`config.mk`:
```
export PLATFORM = sky130hd
export DESIGN_NAME = fifo_read_stream
export DESIGN_NICKNAME = d
export VERILOG_FILES = /design/src/rtl/fifo_read_stream.sv
export SDC_FILE = /design/constraint.sdc
export NUM_CORES = 1
export LEC_CHECK = 0
export CAP_MARGIN = 10
export CORE_AREA = 2 2 125 97
export DETAILED_ROUTE_END_ITERATION = 10
export DIE_AREA = 0 0 127 99
export GPL_TIMING_DRIVEN = 0
export PLACE_DENSITY = 0.86
export SLEW_MARGIN = 20
export SYNTH_ARGS = -nofsm -noshare
export SYNTH_HDL_FRONTEND = slang
export SYNTH_SLANG_ARGS = --single-unit
```
`constraint.sdc`:
```
create_clock -name read_clk -period 2 [get_ports read_clk]
set_input_delay 0.6 -clock read_clk [delete_from_list [all_inputs] [get_ports read_clk]]
set_output_delay 0.6 -clock read_clk [all_outputs]
set_load 0.005 [all_outputs]
```
`src/rtl/fifo_read_stream.sv`:
```
// Read-side consumer for async_fifo: pops words and re-presents them as a valid/ready
// stream through a 3-entry circular skid buffer, with synchronous flush and a transfer counter.
module fifo_read_stream #(
    parameter int BITS     = 32,
    parameter int CNT_BITS = 16
) (
    input  logic                read_clk,
    input  logic                read_rst_n,
    output logic                p_read_en,
    input  logic [BITS-1:0]     p_read_data,
    input  logic                p_read_empty,
    input  logic                flush,
    output logic                m_valid,
    input  logic                m_ready,
    output logic [BITS-1:0]     m_data,
    output logic [1:0]          occupancy,
    output logic [CNT_BITS-1:0] word_count
);

    logic [1:0]          occ_q, occ_d;
    logic                inflight_q, inflight_d;
    logic [1:0]          wr_ptr_q, wr_ptr_d;
    logic [1:0]          rd_ptr_q, rd_ptr_d;
    logic [CNT_BITS-1:0] count_q, count_d;
    logic [BITS-1:0]     buf_q [3];
    logic [2:0]          credit;
    logic                capture;
    logic                transfer;

    function automatic logic [1:0] ptr_inc(input logic [1:0] p);
        return (p == 2'd2) ? 2'd0 : p + 2'd1;
    endfunction

    // Held plus in-flight words bound the pops, so a capture always finds a free slot.
    assign credit     = {1'b0, occ_q} + {2'b00, inflight_q};
    assign p_read_en  = read_rst_n && !p_read_empty && !flush && (credit < 3'd3);
    assign m_valid    = (occ_q != 2'd0) && !flush;
    assign m_data     = buf_q[rd_ptr_q];
    assign capture    = inflight_q && !flush;
    assign transfer   = m_valid && m_ready;
    assign occupancy  = occ_q;
    assign word_count = count_q;

    always_comb begin
        occ_d      = occ_q;
        wr_ptr_d   = wr_ptr_q;
        rd_ptr_d   = rd_ptr_q;
        count_d    = count_q;
        inflight_d = p_read_en;
        if (flush) begin
            occ_d    = 2'd0;
            wr_ptr_d = 2'd0;
            rd_ptr_d = 2'd0;
        end else begin
            if (capture) begin
                wr_ptr_d = ptr_inc(wr_ptr_q);
            end
            if (transfer) begin
                rd_ptr_d = ptr_inc(rd_ptr_q);
                count_d  = count_q + CNT_BITS'(1);
            end
            case ({capture, transfer})
                2'b10:   occ_d = occ_q + 2'd1;
                2'b01:   occ_d = occ_q - 2'd1;
                default: occ_d = occ_q;
            endcase
        end
    end

    always_ff @(posedge read_clk or negedge read_rst_n) begin
        if (!read_rst_n) begin
            occ_q      <= 2'd0;
            inflight_q <= 1'b0;
            wr_ptr_q   <= 2'd0;
            rd_ptr_q   <= 2'd0;
            count_q    <= '0;
            for (int i = 0; i < 3; i++) begin
                buf_q[i] <= '0;
            end
        end else begin
            occ_q      <= occ_d;
            inflight_q <= inflight_d;
            wr_ptr_q   <= wr_ptr_d;
            rd_ptr_q   <= rd_ptr_d;
            count_q    <= count_d;
            if (capture) begin
                buf_q[wr_ptr_q] <= p_read_data;
            end
        end
    end

endmodule

```
==> impl_results.md, run 1 <==
- Outcome: complete, but fails checks
- Failing checks: setup timing
- Sequential Area: 0.002983 mm^2
- Pins Over Slew Limit: 0
- Root buf cell: clkbuf_16
- Register bit total from synthesis: 119
- Largest net degree at the start of global routing: 34
- Yosys warning total: 0
- Slowest-stage cell, CP: or4b_4
- Avg Inst Size Synth: 13.09 um^2
- Multi-input logic area: 0.002496 mm^2
- Netlist Area Pre-Place: 0.005353 mm^2
- CTS tree: yes
- Final setup viols: 34
- Worst Path Max Fanout: 2
- Final Wtd Congestion: 0.7365
- DRC: 0
- Worst Tran Pin Value: 383.0 ps
- Total core area: 0.01132 mm^2
- Die Ht: 99 um
- Max_cap viols: 0
- Share of layout cells above drive strength 1: 0.5036
- Largest stage delay, worst path: 470 ps
- DR iter-0 viols: 177
- Synthesis-to-finish area growth: 43.36%
- Tmin final: 2448 ps
- Worst EP required: 1400 ps
- Top FF cell, synth: dfrtp_1
- Worst skew pair latency: 410 ps
- Clk pin slew, worst setup/hold paths: 50 ps
- Gate Count Post-Synth: 409
- Site Rows: 34
- Hold-fix buffers, CTS: 0
- Port Buffer Count: 88
- Total Nets Final: 583
- Routed Antenna Nets: 0
- Final WL: 12.83 mm
- Final hold viol count: 0
- R2r setup slk: 290 ps
- DP HPWL: 7.661 mm
- Reg-to-reg critical path startpoint: inflight_q
- Ant diodes: 0
- Critical path startpoint category: register
- Congestion Overflow GR: 0
- Io pins: 89
- Synth async-reset ratio: 1.000
- RSZ-0062 raised after global routing: true
- Via count: 3750
- Crit share post-route: 1.224
- Worst r2r path cells: 5
- Worst EP arrival: 1850 ps
- Overall Global Routing Usage: 0.2122
- Worst setup EP type: output port
- CTS Sinks: 119
- Vias in the first global route: 3975
- Drt pass-1 iters: 6
- Sequential element share of the synthesized area: 0.5563
- Worst VDD drop: 0.6026 mV
- Die width: 127 um
- Static Leak: 0.003647 uW
- Critical R2R Capture: buf_q[7]
- Vias/cell: 5.357
- Cell Chain, Critical Path: ha_2, ha_2, or4b_4, a21oi_2, buf_2
- H-tree depth: 4
- Longest Clk Path Bufs: 2
- Distinct cell type count after synthesis: 33
- Fin worst setup slack: -447.9 ps
- Most frequent CP cell: ha_2
- Syn nets: 449
- Worst relative slew slack: 0.7444
- Pwr dens: 918.0 mW/mm^2
- CTS Buf Count: 17
- Avg WL per Cell: 18.33 um
- Setup_tns: -8173 ps
- Final non-filler cell area: 0.007674 mm^2
- Crit Path Category: register to output port
- Fmax: 408.5 MHz
- Worst min-delay path class: input pin to asynchronous set/reset pin
- First-pass GRT wire length: 20.65 mm
- Die area: 0.01257 mm^2
- Placed cell area: 0.006452 mm^2
- EDFF count, synth: 0
- Final Skew: 5.285 ps
- Initial antenna violation count: 0
- Initial Util: 0.4730
- FILL cells: 782
-- power by group --
part	total [uW]	switching, uW	leakage [uW]	internal, uW
sequential	2940	220	0.00156	2720
combinational	1100	457	0.00180	646
clock	3000	1050	0.000286	1960
total	7040	1720	0.00365	5320
-- placed cells by master (no fill, tap or decap), drive strengths merged, types with 2 or more instances in the layout --
| cell | instances |
|---|---|
| clkinv | 4 |
| nand2b | 2 |
| nor2b | 4 |
| nand2 | 40 |
| xor2 | 7 |
| a21oi | 3 |
| clkdlybuf4s50 | 52 |
| nand4 | 5 |
| ha | 3 |
| clkinvlp | 2 |
| nor2 | 11 |
| xnor2 | 9 |
| mux2 | 97 |
| nor3 | 3 |
| buf | 78 |
| o21ai | 32 |
| clkbuf | 27 |
| and4 | 2 |
| bufbuf | 2 |
| dfrtp | 119 |
| nand3 | 3 |
| inv | 3 |
| mux2i | 33 |
| bufinv | 2 |
| nor3b | 2 |
| and3 | 2 |
-- layer usage --
metal,global-route usage,wire length [um],vias up
met1,0.2814,5772,1915
li1,-,-,1724
met3,0.04615,508,18
met5,0,0,-
met2,0.3540,6396,93
met4,0.06255,156,0
-- synthesized netlist by cell type (2+ instances only) --
cell	count	share of area
nand4_1	5	0.0058
buf_6	6	0.013
and4_1	2	0.0033
ha_1	3	0.0070
nor2_1	11	0.0077
nor2b_1	4	0.0047
nor3_1	2	0.0019
xnor2_1	9	0.015
nand3_1	3	0.0028
mux2_1	3	0.0063
o21ai_0	32	0.030
nand2_1	40	0.028
xor2_1	7	0.011
dfrtp_1	119	0.56
buf_2	7	0.0065
inv_1	3	0.0021
and3_1	2	0.0023
mux2i_1	33	0.062
nor3b_4	2	0.0070
mux2_2	94	0.20
a21oi_1	3	0.0028
clkbuf_1	5	0.0035
buf_4	4	0.0056
-- critical path: cells and delay by family, from the launching register on --
kind	cells	cell delay, ps
buffers and inverters	1	130
adders and majority gates	2	330
AOI/OAI and AO/OA	1	130
DFF	1	380
and+or+nand+nor	1	470
-- kinds of logic after synthesis --
family | after synthesis | share of synthesized area
mux | 130 | 0.2658
flops | 119 | 0.5563
simple gates | 77 | 0.07480
compound gates | 39 | 0.03950
buf+inv | 25 | 0.03039
xor+xnor | 16 | 0.02618
fa+ha+maj | 3 | 0.007013
-- stage by stage --
step	util	cells	worst slack (ps)	power, uW	hold WS, ps
detailed placement	0.5702	642	-1182	4032	461.7
global placement	0.5677	641	-4823	3966	456.1
finish	0.6781	700	-447.9	7045	19.35
CTS	0.6613	699	-460.0	6995	15.69
floorplan	-	409	52.77	3372	304.4
global route	0.6781	700	-498.4	7348	21.14
-- worst max-delay path by stage --
stage | slack (ps) | cells after the start | start | to
after floorplan | 50 | 4 | occupancy[0] | p_read_en
after global placement | -4820 | 4 | read_rst_n | p_read_en
after detailed placement | -1180 | 5 | read_rst_n | p_read_en
after CTS | -460 | 5 | occupancy[0] | p_read_en
after global routing | -500 | 5 | inflight_q | p_read_en
final | -450 | 5 | inflight_q | p_read_en
-- timing repair --
action	in CTS	in global routing
setup buffers	20	6
setup endpoints to repair	109	38
cloned	6	1
pin swaps	24	10
resized for setup	250	53
-- registers in the layout, indices dropped and copies added, names as in the netlist --
register / count
occupancy: 2
rd_ptr_q: 2
wr_ptr_q: 2
word_count: 16
inflight_q: 1
buf_q: 96
-- area by class of cell --
type	count	share of cell area
multi-input cells	265	0.3253
repair buffers	116	0.1520
clock buffers	24	0.06408
clock inverters	8	0.01239
well taps	144	0.02348
inverters	3	0.001467
flip-flops and latches	119	0.3887
plain buffers	21	0.03261
(Power assumes the default switching activity.)
==> inputs of run 2 (changes only) <==
- CORE_AREA: 2 2 125 97 -> 2 2 100 121
- CTS_CLUSTER_SIZE: default -> 24
- DIE_AREA: 0 0 127 99 -> 0 0 102 123
==> impl_results.md, run 2 (synthesized netlist as in run 1, its figures left out) <==
- Final hold viol count: 0
- Initial antenna violation count: 0
- DRC: 0
- Final non-filler cell area: 0.007770 mm^2
- H-tree depth: 4
- Root buf cell: clkbuf_16
- Longest Clk Path Bufs: 2
- CTS tree: yes
- CTS Sinks: 119
- DP HPWL: 7.681 mm
- CTS Buf Count: 17
- Avg WL per Cell: 18.71 um
- Fin worst setup slack: -645.6 ps
- Worst relative slew slack: 0.7521
- First-pass GRT wire length: 20.55 mm
- Pins Over Slew Limit: 0
- Reg-to-reg critical path startpoint: inflight_q
- Clk pin slew, worst setup/hold paths: 60 ps
- Worst EP arrival: 2050 ps
- Worst Path Max Fanout: 2
- Port Buffer Count: 88
- Worst VDD drop: 0.7274 mV
- Crit path from: inflight_q
- RSZ-0062 raised after global routing: true
- Crit path capture: p_read_en
- Die area: 0.01255 mm^2
- Met3 GRT Util: 0.06444
- Placed cell area: 0.006469 mm^2
- Pwr dens: 870.3 mW/mm^2
- Max reg flops: 96
- Synthesis-to-finish area growth: 45.16%
- DR iter-0 viols: 139
- Setup_tns: -6717 ps
- Final Non-Filler Cells: 733
- Commonest non-fill, non-tap cell in the layout: dfrtp_1
- M1 GR Usage: 0.2538
- Critical R2R Capture: inflight_q
- Worst Tran Pin Value: 371.4 ps
- Largest net degree at the start of global routing: 49
- Static Leak: 0.003659 uW
- Share of layout cells above drive strength 1: 0.5104
- Critical path startpoint category: register
- Crit Path Category: register to output port
- Final Skew: 6.500 ps
- Max_cap viols: 0
- Die width: 102 um
- Drt pass-1 iters: 4
- Commonest non-fill, non-tap cells in the layout: dfrtp_1, mux2_2, clkdlybuf4s50_1
- R2r setup slk: -500 ps
- Fmax: 378.0 MHz
- Failing checks: setup timing
- Site Rows: 43
- Routed Antenna Nets: 0
- Initial Util: 0.4693
- Worst min-delay path class: input pin to asynchronous set/reset pin
- Top reg by flops: buf_q
- Tmin final: 2646 ps
- Crit share post-route: 1.323
- Worst EP required: 1400 ps
- Global routing's busiest layer: met2
- Outcome: complete, but fails checks
- Final Wtd Congestion: 0.7245
- Total Nets Final: 605
- Vias in the first global route: 4123
- Vias/cell: 5.222
- Total core area: 0.01141 mm^2
- Ant diodes: 0
- Io pins: 89
- Hold-fix buffers, CTS: 0
- Die Ht: 123 um
- Finished Core Util: 0.6812
- Final WL: 13.72 mm
- GRT met2 Usage: 0.3791
- Overall Global Routing Usage: 0.2157
- Placed insts: 655
- Design Power: 6762 uW
- Final setup viols: 34
- Congestion Overflow GR: 0
- Worst skew pair latency: 410 ps
- Worst r2r path cells: 16
- Via count: 3828
- Worst setup EP type: output port
run 2: worst max-delay path: stages (launching register included):
cell and delay, ps:
dfrtp_1 400, ha_2 210, ha_4 170, or4b_4 510, a21oi_2 140, buf_4 130, buf_6 80
run 2: area by class of cell:
cell class / instances / area [um^2]
fillers: 811 / 3636
flip-flops and latches: 119 / 2984
multi-input cells: 265 / 2454
repair buffers: 140 / 1390
clock buffers: 26 / 499.2
plain buffers: 19 / 215.2
well taps: 157 / 196.4
clock inverters: 4 / 20.02
inverters: 3 / 11.26
run 2: per-layer routing:
layer | wire [um] | vias up | part of all wire
li1 | - | 1758 | -
met1 | 5480 | 1959 | 0.40
met2 | 7329 | 89 | 0.53
met3 | 652 | 22 | 0.048
met4 | 252 | 0 | 0.018
met5 | 0 | - | 0
run 2: repair_timing:
item	CTS	global route
gates resized for setup	244	64
buffers inserted	33	13
setup endpoints to repair	95	45
cloned	5	2
pin swaps	23	3
run 2: worst min-delay path by stage:
stage                               from              to  slack [ps]  cells after the start
final                         read_rst_n       buf_q[56]          40                      1
after detailed placement  word_count[15]  word_count[15]         470                      1
after global routing          read_rst_n       buf_q[56]          50                      1
after CTS                     read_rst_n       buf_q[56]          50                      1
after floorplan               read_rst_n        buf_q[0]         300                      0
after global placement    word_count[15]  word_count[15]         460                      1
run 2: power breakdown:
part / total [uW] / internal (uW) / switching [uW]
combinational: 1140 / 681 / 464
clock: 2690 / 1690 / 999
sequential: 2930 / 2720 / 210
total: 6760 / 5090 / 1670
run 2: per-stage QoR:
stage,setup WS [ps],hold WS (ps)
finish,-645.6,39.55
floorplan,52.77,304.4
global placement,-4720,458.9
global route,-691.0,45.45
detailed placement,-1164,468.9
CTS,-518.4,52.27
